**src/rtl/fetch_unit.sv**
```systemverilog
// -----------------------------------------------------------------------------
// fetch_unit
// Instruction fetch stage feeding the single-cycle core. Owns the fetch PC,
// issues word reads to instruction memory over a req/ack handshake and buffers
// returned {pc, instruction} pairs in a small FIFO presented with valid/ready.
// A redirect from the core flushes the FIFO and abandons any in-flight read.
//
// Ports
//   clk          system clock, all state on rising edge
//   nrst         asynchronous active-low reset
//   imem_req     read request to instruction memory
//   imem_addr    word-aligned read address (held until imem_ack)
//   imem_ack     memory accepts request, imem_rdata valid same cycle
//   imem_rdata   instruction word returned by memory
//   instruction  FIFO head instruction (0 when empty)
//   instr_pc     PC of FIFO head (0 when empty)
//   instr_valid  FIFO non-empty
//   instr_ready  core consumes head when instr_valid & instr_ready
//   redirect     flush and restart fetch at redirect_pc
//   redirect_pc  new fetch PC, bits [1:0] forced to 0
// -----------------------------------------------------------------------------
module fetch_unit #(
   parameter logic [31:0] RESET_PC = 32'h0000_0000,
   parameter int          DEPTH    = 2
) (
   input  logic        clk,
   input  logic        nrst,
   output logic        imem_req,
   output logic [31:0] imem_addr,
   input  logic        imem_ack,
   input  logic [31:0] imem_rdata,
   output logic [31:0] instruction,
   output logic [31:0] instr_pc,
   output logic        instr_valid,
   input  logic        instr_ready,
   input  logic        redirect,
   input  logic [31:0] redirect_pc
);

   localparam int            PW   = $clog2(DEPTH);
   localparam int            CW   = PW + 1;
   localparam logic [CW-1:0] FULL = CW'(DEPTH);

   typedef enum logic [1:0] {
      IDLE = 2'd0,
      WAIT = 2'd1,
      DROP = 2'd2
   } state_t;

   state_t        state_q;
   logic [31:0]   fetch_pc_q;
   logic [31:0]   drop_addr_q;
   logic [31:0]   pc_mem_q  [DEPTH];
   logic [31:0]   ins_mem_q [DEPTH];
   logic [PW-1:0] rd_ptr_q;
   logic [PW-1:0] wr_ptr_q;
   logic [CW-1:0] count_q;
   logic [CW-1:0] count_d;
   logic [CW-1:0] cnt_after_w;
   logic          push_w;
   logic          pop_w;
   logic [31:0]   redir_pc_w;

   assign redir_pc_w  = redirect_pc & 32'hFFFF_FFFC;
   assign instr_valid = (count_q != '0);
   assign pop_w       = instr_valid & instr_ready;
   // A response that coincides with a redirect belongs to the old stream.
   assign push_w      = (state_q == WAIT) & imem_ack & ~redirect;
   // Occupancy after this cycle's push, used to decide whether to keep fetching.
   assign cnt_after_w = count_q + CW'(1) - CW'(pop_w);

   always_comb begin
      count_d = count_q;
      if (redirect)
         count_d = '0;
      else
         count_d = count_q + CW'(push_w) - CW'(pop_w);
   end

   assign imem_req    = (state_q == WAIT) || (state_q == DROP);
   // In DROP the abandoned address must stay on the bus until memory acks it.
   assign imem_addr   = (state_q == DROP) ? drop_addr_q : fetch_pc_q;
   assign instruction = instr_valid ? ins_mem_q[rd_ptr_q] : '0;
   assign instr_pc    = instr_valid ? pc_mem_q[rd_ptr_q]  : '0;

   always_ff @(posedge clk or negedge nrst) begin
      if (!nrst) begin
         state_q     <= IDLE;
         fetch_pc_q  <= RESET_PC;
         drop_addr_q <= '0;
         rd_ptr_q    <= '0;
         wr_ptr_q    <= '0;
         count_q     <= '0;
      end else begin
         count_q <= count_d;
         if (redirect) begin
            rd_ptr_q <= '0;
            wr_ptr_q <= '0;
         end else begin
            if (push_w) wr_ptr_q <= wr_ptr_q + PW'(1);
            if (pop_w)  rd_ptr_q <= rd_ptr_q + PW'(1);
         end

         case (state_q)
            IDLE: begin
               if (redirect)
                  fetch_pc_q <= redir_pc_w;
               else if (count_q < FULL)
                  state_q <= WAIT;
            end
            WAIT: begin
               if (redirect) begin
                  fetch_pc_q <= redir_pc_w;
                  if (imem_ack) begin
                     state_q <= IDLE;
                  end else begin
                     drop_addr_q <= fetch_pc_q;
                     state_q     <= DROP;
                  end
               end else if (imem_ack) begin
                  fetch_pc_q <= fetch_pc_q + 32'd4;
                  if (cnt_after_w >= FULL) state_q <= IDLE;
               end
            end
            DROP: begin
               if (redirect) fetch_pc_q <= redir_pc_w;
               if (imem_ack) state_q <= IDLE;
            end
            default: state_q <= IDLE;
         endcase
      end
   end

   // FIFO payload carries no reset; outputs are gated by instr_valid.
   always_ff @(posedge clk) begin
      if (push_w) begin
         pc_mem_q[wr_ptr_q]  <= fetch_pc_q;
         ins_mem_q[wr_ptr_q] <= imem_rdata;
      end
   end

endmodule
```
**config.mk**
```make
export PLATFORM = sky130hd
export DESIGN_NAME = fetch_unit
export DESIGN_NICKNAME = d
export VERILOG_FILES = /design/src/rtl/fetch_unit.sv
export SDC_FILE = /design/constraint.sdc
export NUM_CORES = 1
export LEC_CHECK = 0
export CAP_MARGIN = 20
export CORE_MARGIN = 2
export CORE_UTILIZATION = 55
export CTS_CLUSTER_SIZE = 14
export DETAILED_ROUTE_END_ITERATION = 12
export GPL_TIMING_DRIVEN = 0
export MAX_ROUTING_LAYER = met4
export PLACE_DENSITY = 0.84
export SYNTH_ARGS = -nofsm -noshare
export SYNTH_HDL_FRONTEND = slang
export SYNTH_SLANG_ARGS = --single-unit
```
**constraint.sdc**
```tcl
create_clock -name clk -period 6.1 [get_ports clk]
set_input_delay 1.22 -clock clk [delete_from_list [all_inputs] [get_ports clk]]
set_output_delay 1.22 -clock clk [all_outputs]
set_load 0.01 [all_outputs]
```
[Yosys cells after proc, flatten, opt, wreduce, memory -nomap -nowiden]
Memory sizes are Yosys's and may differ from the RTL's.
Index checks and enable logic that the tools add are counted.
Operators by class
  add/sub/neg operators: 7
  magnitude comparators: 2
  equal/unequal tests: 8
  muxes and demuxes: 22
  bitwise operators: 5
  reductions and logical operators: 10
Operators by type and width (number)
  $mux W32: 6
  $pmux W32 S2: 1
  $add A32 B3 Y32 const B: 1
  $mux W2: 8
  $reduce_bool A2 Y1: 4
  $mux W1: 6
  $ne A2 B2 Y1 const B: 3
  $pmux W2 S3: 1
  $reduce_and A3 Y1: 2
  $reduce_and A5 Y1: 1
  $sub A2 B1 Y2: 2
  $and A1 B1 Y1: 3
  $ne A3 B2 Y1 const B: 1
  $ne A3 B3 Y1 const B: 1
  $add A1 B1 Y1 const B: 2
  $add A2 B1 Y2: 1
  $add A2 B1 Y2 const B: 1
  $eq A2 B1 Y1 const B: 1
  $eq A2 B2 Y1 const B: 1
  $ge A2 B2 Y1 const B: 1
  $logic_not A2 Y1: 1
  $lt A2 B2 Y1 const B: 1
  $ne A2 B1 Y1 const B: 1
  $not A1 Y1: 2
  2 further kinds: 2
Storage, ports and cells
  register bits: 70
  bits in writable memories: 128
  bits of input ports: 69
  output and inout port bits: 98
  word-level logic and storage cells: 62
  memories kept: 2
Memories
  ins_mem_q: depth 2, bits a word 32, rd ports 1, clocked after memory_dff 0, wr ports 1, RTL line 54  | logic [31:0] ins_mem_q [DEPTH];
  pc_mem_q: depth 2, bits a word 32, rd ports 1, clocked after memory_dff 0, wr ports 1, RTL line 53  | logic [31:0] pc_mem_q [DEPTH];

[Depth between registers and ports, before layout]
  depth after elaboration: 8
  mapped depth: 10
  gate-level depth less buffers: 9

[Worst setup path after synthesis]
No wires, ideal clock.
  path kind: input to register
  from: in redirect
  to: mem ins_mem_q[0][0], enable pin
  library setup time: 482 ps
  arrival time: 4311 ps
  data required time: 5618 ps
  setup slack: 1307 ps
  cell stages on the path: 4
  path buffers: 1
  cells stage by stage: clkbuf_1 -> nor2b_1 -> nand2_1 -> nor2_1
On the way
  longest elaborated chain between the ends: 4
RTL lines
  start: declaration: RTL line 36  | input logic redirect,
  $not A1 Y1: RTL line 68  | assign push_w = (state_q == WAIT) & imem_ack & ~redirect;
  $and A1 B1 Y1: RTL line 68
  $mux W1: RTL line 136  | if (push_w) begin
  $mux W1 (not written as such): RTL line 138  | ins_mem_q[wr_ptr_q] <= imem_rdata;
  end: declaration: RTL line 54
No other way between the ends.

[Final worst setup path]
  from: reg state_q[0]
  to: out imem_addr[14]
On the way
  longest elaborated chain between the ends: 2
RTL lines
  start: declaration: RTL line 50  | state_t state_q;
  start signal: assignment: RTL line 88  | state_q <= IDLE;
  start signal: assignment: RTL line 109  | state_q <= WAIT;
  start signal: assignment: RTL line 115  | state_q <= IDLE;
  $eq A2 B2 Y1: RTL line 82  | assign imem_addr = (state_q == DROP) ? drop_addr_q : fetch_pc_q;
  $mux W32: RTL line 82
  end: declaration: RTL line 29  | output logic [31:0] imem_addr,
No other way between the ends.

==> impl_metrics.json <==
{
  "insertion_delay_ns": 0.43,
  "fin_crit_sh_pct": 66.3,
  "synth_flop_cell": "edfxtp_1",
  "first_iter_violations": 498,
  "io_pins": 167,
  "vias_per_cell": 5.94,
  "outcome": "complete, no violations",
  "area_growth_pct": 30.1,
  "clkTransAtPathRegs_ns": 0.07,
  "postCtsHoldBufs": 0,
  "routed_wl_um": 20700,
  "path_cells": "inv_1 -> ha_1 -> buf_2 -> buf_1 -> mux2_2 -> clkdlybuf4s50_1",
  "portBuffers": 160,
  "worstPathMaxFanout": 10,
  "peakVddDrop_uv": 277,
  "netlist.area_leader.share_pct": 43.8,
  "antenna_found_initial": 0,
  "critical_path_class": "register to output pin",
  "cpMaxStageDelayCell": "buf_1",
  "gp_congestion": 0.925,
  "worstSetupStartpointType": "register",
  "p_total_mw": 5.63,
  "core_mm2": 0.0151,
  "rsz0062_at_grt": "no",
  "synth_edf_count": 124,
  "initial_core_util_pct": 56.1,
  "min_period_ns": 4.04,
  "setup_viol": 0,
  "num_rows": 45,
  "slew_headroom_pct": 41.9,
  "grt_max_degree": 67,
  "slowest_delay_ns": 0.51,
  "synth_seq_cells": 190,
  "drtPass1Iterations": 5,
  "power_per_cell_area_mw_per_mm2": 509,
  "hold_viol": 0,
  "grt_pass1_wl_um": 32500,
  "design_area_mm2": 0.0111,
  "required_ns": 4.88,
  "synthesis.area_mm2": 0.00850,
  "wl_per_cell_um": 20.0,
  "placed_area_mm2": 0.0104,
  "setup_slack_ns": 2.06,
  "syn_inst": 646,
  "cp.arrival_ns": 2.82,
  "grt_pass1_vias": 6116,
  "post_cts_buffers": 0,
  "max_freq_mhz": 247,
  "cts_buffers": 17,
  "via_count": 6131,
  "globalRoute.totalOverflow": 0,
  "cts_max_path_buffers": 2,
  "place_ws_ns": 2.42,
  "root_buffer": "clkbuf_16",
  "drv_cap": 0,
  "nets": 906,
  "yosysSeqAreaShare_pct": 63.3,
  "crit_path_end_kind": "output pin",
  "maxSlewViolCount": 0,
  "ys_top_cells_by_area": "edfxtp_1, dfrtp_1, mux2_2",
  "async_flop_share_pct": 34.7,
  "route.antenna.remaining_nets": 0,
  "clock-sinks": 190,
  "diodes": 0,
  "finalClockSkew_ns": 0.00784,
  "die_x_um": 128,
  "ys_warn_count": 0,
  "instances_no_fill": 1032,
  "post-route-drc-count": 0,
  "syn_area_per_cell_um2": 13.2,
  "layout-drive-gt1-share_pct": 14.9,
  "grt_usage_pct": 26.8,
  "min_path_type": "register to register",
  "die_area_mm2": 0.0165,
  "post_cts_resized": 0,
  "cts_tree": "built",
  "ys_types": 52,
  "tightest_slew_ns": 0.863,
  "leakagePower_nw": 3.94,
  "dp.cells": 1000,
  "dp_hpwl_um": 14500,
  "die_h_um": 128,
  "htreeDepth": 4,
  "yosysTopAreaCell": "edfxtp_1"
}
## cells in the mapped netlist, drive strengths merged, types with 9 or more instances
library cell and n:
and3 10, dfrtp 66, a21oi 29, nand3 14
nand2 26, mux2i 63, buf 21, o21ai 24
or3 9, nor2 87, mux2 57, clkbuf 23
edfxtp 124
## metal layers
layer | wire, um | share of wire [%] | global-route usage [%] | vias to the layer above
li1 | - | - | - | 2779
met1 | 8710 | 42 | 34.9 | 3033
met2 | 10100 | 49 | 43.3 | 283
met3 | 1430 | 6.9 | 4.47 | 36
met4 | 429 | 2.1 | 8.73 | 0
met5 | 0 | 0 | - | -
## critical path: cells and delay by family, from the launching register on
kind / cells / cell delay (ns)
buffers and inverters: 4 / 1.36
muxes: 1 / 0.41
DFF: 1 / 0.45
adders and majority gates: 1 / 0.16
## path summary, 6_finish.rpt
kind	from	endpoint	slack (ns)	cells after the start
worst max-delay path	state_q[0]	imem_addr[14]	2.06	6
worst min-delay path	drop_addr_q[10]	drop_addr_q[10]	0.48	2
worst max register to register	state_q[0]	fetch_pc_q[30]	3.47	8
worst min register to register	drop_addr_q[10]	drop_addr_q[10]	0.48	2
max in group asynchronous	nrst	fetch_pc_q[17]	4.64	1
min in group asynchronous	nrst	drop_addr_q[24]	0.89	1
## power breakdown
| part | total, mW | leakage (nW) | switching [mW] | internal (mW) |
|---|---|---|---|---|
| Sequential | 2.07 | 1.89 | 0.322 | 1.75 |
| Combinational | 2.37 | 1.74 | 1.20 | 1.17 |
| Clock | 1.18 | 0.311 | 0.490 | 0.695 |
| Total | 5.63 | 3.94 | 2.01 | 3.62 |
## sequential cells by signal, indices dropped and copies added, names as in the netlist
name         cells
fetch_pc_q      30
pc_mem_q        60
count_q          2
drop_addr_q     30
wr_ptr_q         1
state_q          2
ins_mem_q       64
rd_ptr_q         1
## logic make-up (layout without fill, tap and decap cells)
group	Yosys count	count (layout)	share of synthesized area, %
AND/OR/NAND/NOR	180	180	10.6
flip-flops	190	190	63.3
multiplexers	120	120	15.0
XOR/XNOR	5	5	0.515
buffers and inverters	50	245	2.61
adder cells (fa/ha/maj)	6	6	0.883
other	1	4	0.0441
AO/OA/AOI/OAI	94	94	7.14
## cells in the final DEF (no fill, tap or decap), drive strengths merged, types with 5 or more instances in the layout
cell           instances
clkbuf                40
nor4                   5
inv                   10
dfrtp                 66
nand2                 26
and3                  10
nand3                 14
clkinv                 6
nor2                  87
or3                    9
mux2                  57
buf                   25
a21oi                 29
ha                     6
o22ai                  7
mux2i                 63
edfxtp               124
a211oi                 7
nor3                   7
nand4                  5
a311oi                 6
clkdlybuf4s50        159
o21ai                 24
## area by class of cell
class	count	area, um2
timing repair buffer	163	1670
buffer	44	199
sequential	190	5380
inverter	6	22.5
fill	1027	4090
tap	188	235
clock inverter	15	211
clock buffer	17	425
multi-input combinational	409	2920
## through the flow
step                TNS, ns  util, %  hold slack, ns
finish                    0     73.0           0.484
global route              0     73.0           0.500
CTS                       0     73.0           0.488
detailed placement        0     68.8           0.467
global placement     -28.17     68.3           0.451
floorplan                 0        -           0.437
(Power assumes the default switching activity.)
